==> src/rtl/regfile_mp.sv <==
// Parametrised register file: two combinational read ports, one synchronous write port,
// optional hardwired-zero entry 0, optional write-to-read bypass and a one-entry-per-cycle clear sweep.
module regfile_mp #(
    parameter int N       = 8,
    parameter int A       = 3,
    parameter int ZERO_R0 = 1,
    parameter int BYPASS  = 0
) (
    input  logic         clk,
    input  logic         reset,
    input  logic         write,
    input  logic [A-1:0] Waddr,
    input  logic [N-1:0] Wdata,
    input  logic [A-1:0] Raddr1,
    input  logic [A-1:0] Raddr2,
    output logic [N-1:0] Rdata1,
    output logic [N-1:0] Rdata2,
    input  logic         clear,
    output logic         busy
);

    localparam int           DEPTH    = 2 ** A;
    localparam logic [A-1:0] CNT_LAST = A'(DEPTH - 1);
    localparam logic [A-1:0] CNT_ONE  = A'(1);

    typedef enum logic {
        IDLE  = 1'b0,
        CLEAR = 1'b1
    } state_t;

    state_t        state_r;
    logic [A-1:0]  cnt_r;
    logic          busy_r;
    logic [N-1:0]  mem_r [DEPTH];

    logic          idle_s;
    logic          wr_discard_s;
    logic          wr_en_s;
    logic [N-1:0]  rdata1_s;
    logic [N-1:0]  rdata2_s;

    // Qualify the write: only in IDLE, clear wins, entry 0 writes dropped when hardwired to zero.
    always_comb begin
        idle_s       = (state_r == IDLE);
        wr_discard_s = (ZERO_R0 != 0) && (Waddr == '0);
        if (idle_s && write && !clear && !wr_discard_s) begin
            wr_en_s = 1'b1;
        end else begin
            wr_en_s = 1'b0;
        end
    end

    // Control FSM: reset or a clear request launches a sweep of DEPTH edges.
    always_ff @(posedge clk) begin
        if (reset) begin
            state_r <= CLEAR;
            cnt_r   <= '0;
            busy_r  <= 1'b1;
        end else begin
            case (state_r)
                IDLE: begin
                    if (clear) begin
                        state_r <= CLEAR;
                        cnt_r   <= '0;
                        busy_r  <= 1'b1;
                    end
                end
                CLEAR: begin
                    if (cnt_r == CNT_LAST) begin
                        state_r <= IDLE;
                        cnt_r   <= '0;
                        busy_r  <= 1'b0;
                    end else begin
                        cnt_r   <= cnt_r + CNT_ONE;
                    end
                end
                default: begin
                    state_r <= CLEAR;
                    cnt_r   <= '0;
                    busy_r  <= 1'b1;
                end
            endcase
        end
    end

    // Storage update: the sweep owns the array while clearing; contents are never reset directly.
    always_ff @(posedge clk) begin
        if (!reset) begin
            if (state_r == CLEAR) begin
                mem_r[cnt_r] <= '0;
            end else if (wr_en_s) begin
                mem_r[Waddr] <= Wdata;
            end
        end
    end

    // Read muxes: forced to zero during the sweep, zero for entry 0, optional same-cycle forwarding.
    always_comb begin
        rdata1_s = '0;
        rdata2_s = '0;
        if (idle_s) begin
            if ((ZERO_R0 != 0) && (Raddr1 == '0)) begin
                rdata1_s = '0;
            end else if ((BYPASS != 0) && wr_en_s && (Waddr == Raddr1)) begin
                rdata1_s = Wdata;
            end else begin
                rdata1_s = mem_r[Raddr1];
            end
            if ((ZERO_R0 != 0) && (Raddr2 == '0)) begin
                rdata2_s = '0;
            end else if ((BYPASS != 0) && wr_en_s && (Waddr == Raddr2)) begin
                rdata2_s = Wdata;
            end else begin
                rdata2_s = mem_r[Raddr2];
            end
        end else begin
            rdata1_s = '0;
            rdata2_s = '0;
        end
    end

    assign Rdata1 = rdata1_s;
    assign Rdata2 = rdata2_s;
    assign busy   = busy_r;

endmodule

==> config.mk <==
export PLATFORM = sky130hd
export DESIGN_NAME = regfile_mp
export DESIGN_NICKNAME = d
export VERILOG_FILES = /design/src/rtl/regfile_mp.sv
export SDC_FILE = /design/constraint.sdc
export NUM_CORES = 1
export LEC_CHECK = 0
export BUFFER_PORTS_ARGS = -buffer_cell sky130_fd_sc_hd__buf_4
export CELL_PAD_IN_SITES_DETAIL_PLACEMENT = 1
export CELL_PAD_IN_SITES_GLOBAL_PLACEMENT = 1
export CORE_UTILIZATION = 49
export CTS_CLUSTER_DIAMETER = 100
export DETAILED_ROUTE_END_ITERATION = 10
export PLACE_DENSITY = 0.86
export SKIP_LAST_GASP = 1
export SLEW_MARGIN = 20
export SYNTH_ARGS = -nofsm -noshare
export SYNTH_HDL_FRONTEND = slang
export SYNTH_SLANG_ARGS = --single-unit
==> constraint.sdc <==
create_clock -name clk -period 6.5 [get_ports clk]
set_input_delay 1.95 -clock clk [delete_from_list [all_inputs] [get_ports clk]]
set_output_delay 1.95 -clock clk [all_outputs]
set_load 0.02 [all_outputs]
Yosys cells after proc, flatten, opt, wreduce, memory -nomap -nowiden
Memories as Yosys holds them, arrays and structs flattened.
Cells that the tools add are included.
{"block": "classes", "mux": 24, "add_sub_neg": 1, "reduce_logical": 10, "n_eq_ne": 3, "bitwise_logic": 1}
{"operator": "8-bit two-way mux", "count": 5}
{"operator": "1-bit two-way mux", "count": 13}
{"operator": "3-bit logical NOT", "count": 3}
{"operator": "3-bit two-way mux", "count": 3}
{"operator": "8-bit OR reduction", "count": 1}
{"operator": "3-bit case mux with 2 select lines", "count": 1}
{"operator": "1-bit case mux with 2 select lines", "count": 2}
{"operator": "3-bit by 1-bit adder with 3-bit output, second input constant", "count": 1}
{"operator": "3-bit == test, second input constant", "count": 1}
{"operator": "1-bit logical AND", "count": 3}
{"operator": "1-bit logical NOT", "count": 2}
{"operator": "2-bit by 1-bit != test with 1-bit output, second input constant", "count": 1}
{"operator": "2-bit != test, second input constant", "count": 1}
{"operator": "2-bit AND reduction", "count": 1}
{"operator": "1-bit NOT", "count": 1}
{"block": "totals", "inputBits": 21, "regBits": 5, "elab_cells": 43, "ramBits": 64, "memories": 1}
{"memory": "mem_r", "depth": 8, "width": 8, "rd": 2, "rd_clocked_by_memory_dff": 0, "wr": 1, "line_no": "34", "rtl": "logic [N-1:0] mem_r [DEPTH];"}

Longest topological paths before layout
{"block": "logic_depth", "word_depth": 11, "ltp_mapped": 6}

Least setup slack after synthesis
OpenSTA, ideal clock, no wires.
{"block": "synth_timing", "path_type": "input port to output port", "start": "in Raddr1[0]", "end": "out Rdata1[0]", "path_buffers": 2, "arrival_ns": 3.147, "slack_ns": 1.403, "stages": 5, "cell_sequence": "buf_4 -> buf_2 -> nor2b_1 -> a221oi_1 -> nor3_1"}
{"block": "synth_between", "elab_chain_len": 3, "word_cells_on_any_way": 4, "cone_classes": "mux: 2; reduce/logical: 1; memory: 1"}
{"item": "start, declared", "line_no": "14", "rtl": "input logic [A-1:0] Raddr1,"}
{"item": "memory 8 x 8 bit / 3-bit logical NOT (equally long branches)"}
{"item": "8-bit two-way mux *", "line_no": "102", "rtl": "if ((ZERO_R0 != 0) && (Raddr1 == '0)) begin"}
{"item": "8-bit two-way mux *", "line_no": "101", "rtl": "if (idle_s) begin"}
{"item": "end, declared", "line_no": "16", "rtl": "output logic [N-1:0] Rdata1,"}
Every way passes the cells marked *; elsewhere a longest branch is shown, timed or not.

Worst setup path in the final report
{"block": "layout_timing", "start": "in Raddr2[1]", "end": "out Rdata2[1]"}
{"block": "layout_between", "elab_chain_len": 3, "word_cells_on_any_way": 4, "cone_classes": "mux: 2; reduce/logical: 1; memory: 1"}
{"item": "start, declared", "line_no": "15", "rtl": "input logic [A-1:0] Raddr2,"}
{"item": "memory 8 x 8 bit / 3-bit logical NOT (equally long branches)"}
{"item": "8-bit two-way mux *", "line_no": "109", "rtl": "if ((ZERO_R0 != 0) && (Raddr2 == '0)) begin"}
{"item": "8-bit two-way mux *", "line_no": "101"}
{"item": "end, declared", "line_no": "17", "rtl": "output logic [N-1:0] Rdata2,"}
Marked as above.

==> run_results.csv <==
group,metric,value,unit
run_status,status,"finished clean",
clock_tree,clk_pin_slew,0.07,ns
power,power.leakage,1.142,nW
setup_path,r2r_start,"state_r",
power,total_power,0.8786,mW
global_routing,grt_pass1_wl,11.66,mm
timing,tightest_slew,1.122,ns
finish,final_area,3623,um2
power,swShare,0.2126,
clock_tree,cts_buffers,9,
setup_path,startpoint_type,"primary input",
global_routing,antenna_found_initial,0,
clock_tree,clkSinkCount,61,
logic_synthesis,ys.flop_type,"edfxtp_1",
setup_path,crit_chain,"buf_4 -> nor2b_1 -> a221oi_1 -> nor3_1 -> buf_4",
power,clockPowerShare,0.418,
die,start_util,0.5168,
timing,setup_tns,0,ns
routing,antenna_left,0,
die,num_rows,28,
logic_synthesis,ys_types,32,
timing,max_freq,181.3,MHz
clock_tree,max-clock-path-buffers,2,
finish,antenna_cells,0,
timing,timing.final.hold_violations,0,
power,ir_drop,0.1464,mV
setup_path,slowest_stage,"nor2b_1",
logic_synthesis,yosysTopAreaCellShare,0.5400,
timing,rsz0062_at_grt,"no",
logic_synthesis,async_flop_share,0,
placed_design,place_inst,310,
die,io_pins,38,
clock_tree,cts_tree,"built",
clock_tree,cts_resized,0,
routing,totalWireLength,7.723,mm
timing,holdWs,0.5151,ns
global_routing,grt_start_max_net_pins,29,
clock_tree,cts_root_buf,"clkbuf_8",
routing,first_pass_iters,4,
finish,drive_above_1_share,0.3586,
placed_design,hpwlAfterDp,5.143,mm
clock_tree,clk_latency,0.34,ns
logic_synthesis,syn_nets,234,
die,die_area,6678,um2
routing,viasPerCell,6.276,
setup_path,crit_start,"Raddr2[1]",
logic_synthesis,synth_top_area_cell,"edfxtp_1",
finish,nNetsFinal,269,
logic_synthesis,synth_area,3114,um2
finish,fin_cells,326,
clock_tree,h-tree-depth,3,
power,seqPwrFrac,0.502,
timing,relSlewSlack,0.2510,
setup_path,ff2ff_setup_slack,3.42,ns
clock_tree,cts_hold_buf,0,
logic_synthesis,seq_area_frac_synth,0.5721,
power,combPwrFrac,0.079,
routing,wl_per_cell,23.69,um
power,p_sw,0.1868,mW
setup_path,worstPathArrival,3.57,ns
timing,min_period_over_period,0.8485,
die,core,6026,um2
placed_design,portBuffers,37,
timing,skew,0.006796,ns
setup_path,crit_path_max_incr_delay,0.69,ns
logic_synthesis,synth_seq_cells,61,
global_routing,globalRoute.totalOverflow,0,
setup_path,reg2reg_depth,3,
setup_path,cp_common_cell,"buf_4",
setup_path,required,4.55,ns
logic_synthesis,ys_top_cells_by_area,"edfxtp_1, mux4_2, mux2_2",
timing,slew_viol_final,0,
timing,setup_viol,0,
setup_path,criticalPathCategory,"in -> out",
flow_run,maxCapViolCount,0,
power,p_int,0.6918,mW
setup_path,crit_end,"Rdata2[1]",
finish,area_delta_synth_final,16.35,%
logic_synthesis,syn_inst,211,
clock_tree,post-cts-setup-buffers,0,
setup_path,end_kind,"primary output",
die,die_w,81.72,um
finish,layout_commonest_cell,"edfxtp_1",
setup_path,path_max_fanout,17,
routing,route.vias.total,2046,
logic_synthesis,yosysWarnings,0,
routing,drt-initial-drc-count,116,
setup_path,regToRegEndpoint,"mem_r[2][0]",
routing,drc,0,
die,die_y,81.72,um
timing,fin_crit,5.515,ns
global_routing,grt_pass1_vias,2137,
global_routing,grt_util_all_layers,0.2581,
logic_synthesis,synth.avg_cell_area,14.76,um2
finish,mostFrequentLayoutCells,"edfxtp_1, buf_4, nor2b_1",
placed_design,postPlaceCellArea,3407,um2
power,power_density,242.5,nW/um2
logic_synthesis,synth_edf_count,56,
placed_design,gp_congestion,0.7971,
min_path,hold_path_class,"reg -> reg",
[worst max-delay path: cells and delay by family]
family          cells  cell delay, ns
compound gates      1            0.23
buf+inv             2            0.45
simple gates        2            0.93
[sequential cells by signal (all words and copies together) (netlist names)]
register,count
state_r,1
mem_r,56
busy,1
cnt_r,3
[power groups by stage]
stage | clock (mW) | sequential (mW) | combinational, mW
after CTS | 0.372 | 0.441 | 0.0700
after global routing | 0.387 | 0.442 | 0.0746
after detailed placement | 0 | 0.449 | 0.0694
after floorplan | 0 | 0.446 | 0.0478
final | 0.368 | 0.441 | 0.0698
after global placement | 0 | 0.448 | 0.0665
[cells by family (layout without fill, tap and decap cells)]
kind of cell | count (synthesis) | after routing | synth area share
and+or+nand+nor | 68 | 68 | 0.1310
muxes | 32 | 32 | 0.1736
buffers and inverters | 16 | 56 | 0.03495
DFF | 61 | 61 | 0.5721
adders and majority gates | 2 | 2 | 0.008034
AOI/OAI and AO/OA | 32 | 32 | 0.08035
[cells in the mapped netlist (2+ instances only)]
library cell and instances:
o21a_1 2, nor2b_1 21, ha_1 2, o32ai_1 2
nand2_1 5, mux2_2 16, nor2_1 5, a221oi_1 16
nor3_1 16, edfxtp_1 56, buf_4 2, clkbuf_1 4
and2_1 8, or3b_1 2, buf_2 3, a21oi_1 5
dfxtp_1 5, nor3b_1 3, inv_1 2, o21ai_0 2
buf_6 5, nand2b_1 4, mux4_2 16
[per-layer routing]
metal | GRT usage | part of all wire | wire length [um] | up-vias
met5 | 0 | 0 | 0 | -
met4 | 0.1158 | 0.021 | 161 | 0
met3 | 0.03778 | 0.056 | 433 | 15
met2 | 0.4496 | 0.53 | 4069 | 82
met1 | 0.3167 | 0.40 | 3059 | 1038
li1 | - | - | - | 911
[cell type report]
cell class / count / area, um2
timing repair buffer: 38 / 285.3
fill: 591 / 2402
clock inverter: 5 / 75.07
inverter: 2 / 7.507
tap: 75 / 93.84
clock buffer: 11 / 141.4
multi-input combinational: 134 / 1239
sequential: 61 / 1782
[stage by stage]
stage | worst slack (ns) | util
6_report | 0.9846 | 0.6013
5_1_grt | 0.9297 | 0.6013
4_1_cts | 1.012 | 0.6013
3_5_place_dp | 1.056 | 0.5654
3_3_place_gp | 1.118 | 0.5642
2_1_floorplan | 1.403 | -
[worst min path at each step]
stage                     to      from  cells past startpoint  slack [ns]
floorplan           cnt_r[0]  cnt_r[0]                      2        0.54
global placement        busy      busy                      2        0.49
detailed placement      busy      busy                      2        0.50
CTS                     busy      busy                      2        0.52
global route            busy      busy                      2        0.58
finish                  busy      busy                      2        0.52
(Power assumes the default switching activity.)
